[config.mk]
export PLATFORM = sky130hd
export DESIGN_NAME = rr_arbiter_1hot_8
export DESIGN_NICKNAME = d
export VERILOG_FILES = /design/src/rtl/rr_arbiter_1hot_8_pkg.sv /design/src/rtl/rr_arbiter_1hot_8_encoder.sv /design/src/rtl/rr_arbiter_1hot_8.sv
export SDC_FILE = /design/constraint.sdc
export NUM_CORES = 1
export LEC_CHECK = 0
export CAP_MARGIN = 20
export CORE_UTILIZATION = 30
export DETAILED_ROUTE_END_ITERATION = 8
export HOLD_SLACK_MARGIN = 0.12
export PLACE_DENSITY = 0.52
export SYNTH_ARGS = -nofsm -noshare
export SYNTH_HDL_FRONTEND = slang
export SYNTH_SLANG_ARGS = --single-unit
[constraint.sdc]
create_clock -name clk -period 3.9 [get_ports clk]
set_clock_uncertainty 0.2 [all_clocks]
set_input_delay 0.975 -clock clk [delete_from_list [all_inputs] [get_ports clk]]
set_output_delay 0.975 -clock clk [all_outputs]
set_load 0.02 [all_outputs]
[src/rtl/rr_arbiter_1hot_8_pkg.sv]
// Shared types and constants for the 8-way round-robin arbiter.
package rr_arbiter_1hot_8_pkg;

    localparam int N_REQ = 8;
    localparam int IDX_W = 3;

    // Pointer starts at the top so requester 0 has first priority out of reset.
    localparam logic [IDX_W-1:0] PTR_RESET = 3'd7;

    typedef enum logic [1:0] {
        IDLE = 2'd0,
        BUSY = 2'd1,
        GAP  = 2'd2
    } arb_state_e;

endpackage

[src/rtl/rr_arbiter_1hot_8_encoder.sv]
// One-hot to binary encoder; non-one-hot input yields the OR of set indices.
module encoder_1hot_8to3 (
    input  logic [7:0] onehot_i,
    output logic [2:0] idx_o
);

    always_comb begin
        idx_o = '0;
        for (int i = 0; i < 8; i++) begin
            if (onehot_i[i]) begin
                idx_o = idx_o | 3'(i);
            end
        end
    end

endmodule

[src/rtl/rr_arbiter_1hot_8.sv]
// Round-robin arbiter for 8 requesters with hold-time limit and a one-cycle
// turnaround gap after every release.
module rr_arbiter_1hot_8
    import rr_arbiter_1hot_8_pkg::*;
#(
    parameter int MAX_HOLD = 16,
    parameter int HOLD_W   = 8
) (
    input  logic                 clk,
    input  logic                 rst_n,
    input  logic [N_REQ-1:0]     req_in,
    output logic [N_REQ-1:0]     grant_out,
    output logic [IDX_W-1:0]     grant_idx_out,
    output logic                 grant_valid_out,
    output logic                 timeout_out
);

    arb_state_e          state_q;
    logic [N_REQ-1:0]    grant_q;
    logic                valid_q;
    logic                timeout_q;
    logic [IDX_W-1:0]    ptr_q;
    logic [HOLD_W-1:0]   hold_q;

    logic                found;
    logic [IDX_W-1:0]    win_idx;
    logic [IDX_W-1:0]    cand;
    logic [N_REQ-1:0]    win_onehot;
    logic [IDX_W-1:0]    enc_idx;

    // Search upward from pointer+1; the 3-bit sum wraps modulo 8 on its own.
    always_comb begin
        found   = 1'b0;
        win_idx = '0;
        cand    = '0;
        for (int i = 1; i <= N_REQ; i++) begin
            cand = ptr_q + IDX_W'(i);
            if (!found && req_in[cand]) begin
                win_idx = cand;
                found   = 1'b1;
            end
        end
        win_onehot = N_REQ'(1) << win_idx;
    end

    always_ff @(posedge clk or negedge rst_n) begin
        if (!rst_n) begin
            state_q   <= IDLE;
            grant_q   <= '0;
            valid_q   <= 1'b0;
            timeout_q <= 1'b0;
            ptr_q     <= PTR_RESET;
            hold_q    <= '0;
        end else begin
            timeout_q <= 1'b0;
            case (state_q)
                IDLE: begin
                    if (found) begin
                        grant_q <= win_onehot;
                        valid_q <= 1'b1;
                        ptr_q   <= win_idx;
                        hold_q  <= HOLD_W'(1);
                        state_q <= BUSY;
                    end
                end
                BUSY: begin
                    if ((req_in & grant_q) == '0) begin
                        grant_q <= '0;
                        valid_q <= 1'b0;
                        state_q <= GAP;
                    end else if (hold_q == HOLD_W'(MAX_HOLD)) begin
                        grant_q   <= '0;
                        valid_q   <= 1'b0;
                        timeout_q <= 1'b1;
                        state_q   <= GAP;
                    end else begin
                        hold_q <= hold_q + HOLD_W'(1);
                    end
                end
                GAP: begin
                    state_q <= IDLE;
                end
                default: begin
                    state_q <= IDLE;
                end
            endcase
        end
    end

    encoder_1hot_8to3 u_enc (
        .onehot_i (grant_q),
        .idx_o    (enc_idx)
    );

    assign grant_out       = grant_q;
    assign grant_valid_out = valid_q;
    assign timeout_out     = timeout_q;
    assign grant_idx_out   = valid_q ? enc_idx : '0;

endmodule
* Word-level counts from Yosys, hierarchy flattened
Cells that the tools add are included.
** Storage, ports and cells
- Flip-flop bits (word level) :: 23
- Latch bits :: 0
- RAM bits :: 0
- ROM bits :: 0
- Input bits :: 10
- Output and inout bits :: 13
- Word-level logic and storage cells :: 110
- Memories kept :: 0
** Cells by class
- $add $sub $neg :: 8
- Multipliers :: 0
- Div/mod/pow operators :: 0
- $lt $le $gt $ge :: 8
- Equality and inequality tests :: 6
- Shifts and indexed selects :: 1
- Mux-type cells :: 59
- Bitwise logic cells :: 1
- Reduce and logical (&&, ||, !) cells :: 21
** Operators with widths (count)
- two-way mux 8 bit :: 6
- two-way mux 3 bit :: 13
- < comparator 3 x 4 -> 1 bit, second input constant :: 8
- case mux 8 bit (2 select lines) :: 2
- binary-select mux 1 bit (select 3 bit) :: 8
- two-way mux 1 bit :: 23
- adder 3 bit, second input constant :: 4
- two-way mux 2 bit :: 5
- adder 8 x 1 -> 8 bit, second input constant :: 1
- AND 8 bit :: 1
- == test 8 x 5 -> 1 bit, second input constant :: 1
- zero test 8 bit :: 1
- << shifter 1 x 3 -> 8 bit, first input constant :: 1
- logical AND 1 bit :: 7
- zero test 1 bit :: 7
- adder 3 x 2 -> 3 bit, second input constant :: 2
- inequality test 2 bit, second input constant :: 3
- case mux 2 bit (2 select lines) :: 1
- AND reduction 2 bit :: 2
- AND reduction 4 bit :: 1
- adder 3 x 1 -> 3 bit, second input constant :: 1
- inequality test 3 bit, second input constant :: 1
- AND reduction 3 bit :: 1
- == test 2 x 1 -> 1 bit, second input constant :: 1
- other kinds (3) :: 3

* Depth between registers and ports, before layout
- Depth in word-level cells :: 28
- Mapped depth :: 16
- Gate-level depth less buffers :: 10

* By module
From an unflattened synthesis, not the netlist that was laid out.
** Second synthesis, totals
- Cell total of the unflattened synthesis :: 228
- Area total of the unflattened synthesis :: 2263.4 um^2
** Modules (own cells, without submodules)
- rr_arbiter_1hot_8 :: instances 1, cells an instance 225, area each 2240.9 um^2, sequential area each 579.3 um^2
- encoder_1hot_8to3 :: instances 1, cells an instance 3, area each 22.5 um^2, sequential area each 0.0 um^2

* Worst setup path after synthesis
No wires, ideal clock.
- Kind :: reg-to-reg
- From :: register ptr_q[1]
- To :: register grant_q[5] (netlist: grant_out[5])
- Setup time :: 76 ps
- Arrival :: 3409 ps
- Required time :: 3624 ps
- Path slack :: 215 ps
- Stages on the path, launching flop included :: 15
- Path buffers :: 4
- Period minus slack after synthesis :: 3685 ps
- Path through :: dfstp_2 -> buf_6 -> buf_2 -> inv_1 -> ha_1 -> buf_2 -> buf_2 -> mux2_2 -> mux4_2 -> nor2b_1 -> a311oi_1 -> a211o_1 -> nand3_1 -> or2_1 -> o21ai_1
** Between the ends
- Word-level cells in the longest chain between the ends :: 28
- Elaborated cells between the ends (all ways) :: 58
- Classes of those cells :: add/sub: 7; eq/ne: 1; shift: 1; mux: 34; reduce/logical: 15
** Ends and longest elaborated chain
- start: declaration :: RTL line rr_arbiter_1hot_8.sv:22 : logic [IDX_W-1:0] ptr_q;
- start signal: assignment :: RTL line rr_arbiter_1hot_8.sv:61 : ptr_q <= win_idx;
- adder 3 x 1 -> 3 bit :: RTL line rr_arbiter_1hot_8.sv:37 : cand = ptr_q + IDX_W'(i);
- binary-select mux 1 bit (select 3 bit) :: RTL line rr_arbiter_1hot_8.sv:38 : if (!found && req_in[cand]) begin
- two-way mux 1 bit (implied by the code) :: RTL line rr_arbiter_1hot_8.sv:38
- two-way mux 1 bit :: RTL line rr_arbiter_1hot_8.sv:38
- zero test 1 bit :: RTL line rr_arbiter_1hot_8.sv:38
- logical AND 1 bit :: RTL line rr_arbiter_1hot_8.sv:38
- two-way mux 1 bit :: RTL line rr_arbiter_1hot_8.sv:38
- zero test 1 bit :: RTL line rr_arbiter_1hot_8.sv:38
- [12 not listed]
- logical AND 1 bit :: RTL line rr_arbiter_1hot_8.sv:38
- two-way mux 1 bit :: RTL line rr_arbiter_1hot_8.sv:38
- zero test 1 bit :: RTL line rr_arbiter_1hot_8.sv:38
- logical AND 1 bit :: RTL line rr_arbiter_1hot_8.sv:38
- two-way mux 3 bit :: RTL line rr_arbiter_1hot_8.sv:38
- << shifter 1 x 3 -> 8 bit :: RTL line rr_arbiter_1hot_8.sv:43 : win_onehot = N_REQ'(1) << win_idx;
- two-way mux 8 bit :: RTL line rr_arbiter_1hot_8.sv:58 : if (found) begin
- case mux 8 bit (2 select lines) :: RTL line rr_arbiter_1hot_8.sv:56 : case (state_q)
- end signal: assignment :: RTL line rr_arbiter_1hot_8.sv:59 : grant_q <= win_onehot;
- end: declaration :: RTL line rr_arbiter_1hot_8.sv:19 : logic [N_REQ-1:0] grant_q;
Parallel ways exist; a longest one is shown, timed or not. The select of a mux whose other input is x is not followed.
A chain may end at the register's enable or synchronous reset.

* Final worst setup path
- From :: input port req_in[2]
- To :: register hold_q[5]
** Between the ends
- Word-level cells in the longest chain between the ends :: 26
- Elaborated cells between the ends (all ways) :: 43
- Classes of those cells :: eq/ne: 2; mux: 24; bitwise: 1; reduce/logical: 16
** Ends and longest elaborated chain
- start: declaration :: RTL line rr_arbiter_1hot_8.sv:11 : input logic [N_REQ-1:0] req_in,
- binary-select mux 1 bit (select 3 bit) :: RTL line rr_arbiter_1hot_8.sv:38
- two-way mux 1 bit (implied by the code) :: RTL line rr_arbiter_1hot_8.sv:38
- two-way mux 1 bit :: RTL line rr_arbiter_1hot_8.sv:38
- zero test 1 bit :: RTL line rr_arbiter_1hot_8.sv:38
- logical AND 1 bit :: RTL line rr_arbiter_1hot_8.sv:38
- two-way mux 1 bit :: RTL line rr_arbiter_1hot_8.sv:38
- zero test 1 bit :: RTL line rr_arbiter_1hot_8.sv:38
- logical AND 1 bit :: RTL line rr_arbiter_1hot_8.sv:38
- [10 not listed]
- zero test 1 bit :: RTL line rr_arbiter_1hot_8.sv:38
- logical AND 1 bit :: RTL line rr_arbiter_1hot_8.sv:38
- two-way mux 1 bit :: RTL line rr_arbiter_1hot_8.sv:38
- zero test 1 bit :: RTL line rr_arbiter_1hot_8.sv:38
- logical AND 1 bit :: RTL line rr_arbiter_1hot_8.sv:38
- two-way mux 1 bit :: RTL line rr_arbiter_1hot_8.sv:38
- inequality test 2 bit (no source line)
- AND reduction 4 bit (no source line) *
- end signal: assignment :: RTL line rr_arbiter_1hot_8.sv:77 : hold_q <= hold_q + HOLD_W'(1);
- end: declaration :: RTL line rr_arbiter_1hot_8.sv:23 : logic [HOLD_W-1:0] hold_q;
Every way passes the cells marked *; elsewhere a longest branch is shown, timed or not. The select of a mux whose other input is x is not followed.

==> summary.txt <==
Setup path
  – Worst path max stage delay: 0.48 ns
  – Worst Path Class, Setup: primary input to flop
  – Critical Path RT: 3.85 ns
  – Worst path slowest cell: clkdlybuf4s50_1
  – Worst-path cell chain: clkdlybuf4s50_1 -> mux2_1 -> mux4_2 -> or2_0 -> nand4bb_1 -> buf_4 -> o31ai_4 -> a21oi_2 -> nand4_2 -> mux2_1
  – Worst Setup End Kind: flop
  – R2R depth: 11
  – CP max FO: 8
  – Buf/Inv on CP: 2
  – Crit path DAT: 3.58 ns
  – Delay-heaviest family, CP: multiplexers
  – Crit-path most repeated cell: mux2_1
  – FF-to-FF setup slack: 0.44 ns
  – RR Startpoint: ptr_q[0]
  – Worst flop-to-flop path endpoint: hold_q[5]
  – Crit path launch type: primary input

Clock tree
  – Clk_lat worst skew: 0.27 ns
  – Clk buf depth: 2
  – H-tree levels: 1
  – Setup bufs post-CTS: 0
  – CTS tree: yes
  – Reg clk slew, reported paths: 0.09 ns
  – Clock sinks: 23
  – Clock root buffer: clkbuf_8
  – CTS Hold Buffers Added: 0
  – CTS buffer count: 3

STA
  – Final setup vio count: 0
  – Fin crit share: 93.05%
  – Fmax: 275.6 MHz
  – Worst-Margin Slew: 0.4997 ns
  – Setup TNS: 0 ns
  – Final Hold Fails: 0
  – Fin crit period: 3.629 ns
  – Post-route setup slack: 0.2709 ns
  – Rel. slew slack: 66.58%
  – Unrepaired setup endpoints after global routing: false
  – Max-slew violation count: 0

Finish
  – Ratio of cells with drive above 1 in the final layout: 26.79%
  – # diodes: 0
  – Filler instances: 691
  – Sequential Area: 579.3 um2
  – Design Area, Final: 2771 um2
  – Area Growth Syn to Fin: 26.07%
  – Nets: 280
  – Multi-input logic area: 1500 um2

Floorplanning
  – Top-level I/O count: 23
  – CORE AREA: 6944 um2
  – Starting Density: 31.66%
  – Die area: 7674 um2
  – Rows: 30
  – Die X-Extent: 87.60 um
  – Height of the die: 87.60 um

Global routing
  – Initial antenna violation count: 0
  – Global route overflow: 0
  – GR Layer Usage met2: 25.14%
  – Global-route wire length before repair: 9.266 mm
  – Vias in the first global route: 1813
  – Met1 Usage GRT: 22.05%
  – Met3 Usage GRT: 2.356%
  – Largest net degree at the start of global routing: 23
  – Busiest grt layer: met2
  – GRT Util Overall: 15.39%

Logic synthesis
  – Synth cell types: 58
  – Main synth FF type: dfrtp_1
  – Synth async-reset ratio: 100.0%
  – Syn Inst Count: 222
  – Seq cells post-synth: 23
  – Syn Std Cell Area: 2198 um2
  – Net Count, Synth: 236
  – Synthesized area per cell: 9.903 um2
  – Synth warnings: 0
  – Post-synth EDFFs: 0
  – Post-synthesis sequential area ratio: 26.35%

Routing
  – DRT antenna net count: 0
  – Routed vias/inst: 5.285
  – WL/cell: 15.19 um
  – DRC viols: 0
  – Number of detailed-route iterations in the first pass: 4
  – 1st-iter DRT viols: 92
  – DRT Wirelength: 5.482 mm
  – Vias: 1908

Power
  – Clk pwr share: 5.9%
  – Sw Ratio: 46.24%
  – Internal: 1.374 mW
  – P_leak: 1.129 nW
  – Logic pwr share: 78.8%
  – Max VDD drop: 0.3150 mV
  – Register share of total power: 15.3%
  – Switch Pwr: 1.182 mW
  – PD cells: 922.3 nW/um2
  – Overall Power: 2.556 mW

Min path
  – Hold WC Path Type: flop to flop
  – Hold path start: ptr_q[1]
  – Hold depth: 2
  – Worst hold path endpoint: ptr_q[1]

Placement
  – Hpwl dp: 4.200 mm
  – IO buf count: 22
  – Post-DP Area: 2708 um2
  – Routability Congestion: 0.7989
  – Setup slack after placement: -0.009471 ns

Outcome
  – Status: completed

Job
  – Max-cap violations: 0
-- cells in the final DEF, fill, tap and decap left out, types with 2 or more instances in the layout --
master / count
a211o_1: 2
a211oi_1: 2
a21oi_1: 6
a22o_1: 2
a22oi_1: 5
a311oi_1: 2
and4_1: 2
buf_4: 32
clkbuf_8: 3
clkdlybuf4s50_1: 22
dfrtp_1: 20
dfstp_2: 3
ha_1: 3
inv_1: 8
mux2_1: 3
mux2_2: 4
mux2_4: 3
mux2i_1: 15
mux4_2: 15
nand2_1: 22
nand2b_1: 5
nand3_1: 8
nor2_1: 16
nor2b_1: 4
nor3_1: 2
o21a_1: 2
o21ai_0: 4
o21ai_1: 8
o221ai_1: 3
o22ai_1: 2
o41a_1: 3
xnor2_1: 5
xor2_1: 3
-- worst register-to-register path, cell delays in order (launching register included) --
cell       delay, ns
dfstp_2         0.54
inv_1           0.10
ha_2            0.58
mux2i_1         0.37
mux2i_1         0.16
o221a_2         0.33
nand4bb_1       0.18
buf_4           0.19
o31ai_4         0.20
a21oi_2         0.10
nand4_2         0.10
mux2_1          0.32
-- stage by stage --
step,utilization [%],hold WS [ns],std cells
floorplan,-,0.3034,222
global placement,38.99,0.3441,356
detailed placement,38.99,0.3348,356
CTS,39.66,0.3491,360
global route,39.91,0.3940,361
finish,39.91,0.3510,361
-- synthesized netlist by cell type, types with 3 or more instances --
cell      instances  area share [%]
mux4_2           15              15
o41a_1            3             1.5
mux2i_1          15             6.8
ha_1              4             2.3
dfstp_2           3             3.6
a21oi_1           6             1.4
o221ai_1          3             1.2
buf_2            12             2.7
xor2_1            3             1.2
nand2b_1          5             1.4
nand3_1           8             1.8
a22oi_1           5             1.7
mux2_1            3             1.5
xnor2_1           5             2.0
nor2_1           16             2.7
dfrtp_1          20              23
inv_1             8             1.4
nand2_1          22             3.8
o21ai_0           4            0.91
o21ai_1           8             1.8
nor2b_1           4             1.1
mux2_4            3             2.0
mux2_2            4             2.0
-- power by group through the flow --
| stage | registers [mW] | clock network (mW) | logic [mW] |
|---|---|---|---|
| global route | 0.401 | 0.164 | 2.21 |
| floorplan | 0.388 | 0 | 1.39 |
| finish | 0.392 | 0.150 | 2.02 |
| detailed placement | 0.396 | 0 | 2.00 |
| global placement | 0.396 | 0 | 2.02 |
| CTS | 0.392 | 0.157 | 2.02 |
-- area by class of cell --
cell class                      instances  area share, %
Tap cell                               96          4.334
Multi-Input combinational cell        174          54.13
Clock buffer                            3          1.490
Timing Repair Buffer                   56          17.88
Clock inverter                          1         0.1806
Sequential cell                        23          20.90
Inverter                                8          1.084
-- worst max-delay path by stage --
stage,startpoint,end,slack [ns],cells after the start
after floorplan,ptr_q[1],grant_out[5],0.21,14
after global placement,req_in[2],grant_out[0],-0.02,10
after detailed placement,req_in[2],grant_out[0],-0.009,10
after CTS,ptr_q[0],grant_out[0],0.26,11
after global routing,req_in[0],grant_out[1],0.08,11
final,req_in[2],hold_q[5],0.27,10
-- metal layers --
metal / vias to the layer above / wire length (um) / part of all wire, %
met5: - / 0 / 0
met4: 0 / 22 / 0.40
met3: 4 / 165 / 3.0
met2: 46 / 2553 / 47
met1: 927 / 2741 / 50
li1: 931 / - / -
-- cell families after synthesis --
logic type	count (synthesis)	synth area share [%]
xor+xnor	8	3.187
compound gates	52	18.67
fa+ha+maj	4	2.277
buf+inv	25	5.520
simple gates	70	16.17
flops	23	26.35
mux	40	27.83
-- registers in the layout, summed over array words and instances, names as in the netlist --
register         cells
grant_out            8
hold_q               8
ptr_q                3
state_q              2
grant_valid_out      1
timeout_out          1
-- what timing repair did --
action	in CTS	in global routing
setup endpoints to repair	0	7
gates resized for setup	0	1
hold endpoints to repair	0	0
Note: power is estimated with default switching activity, not from simulation.
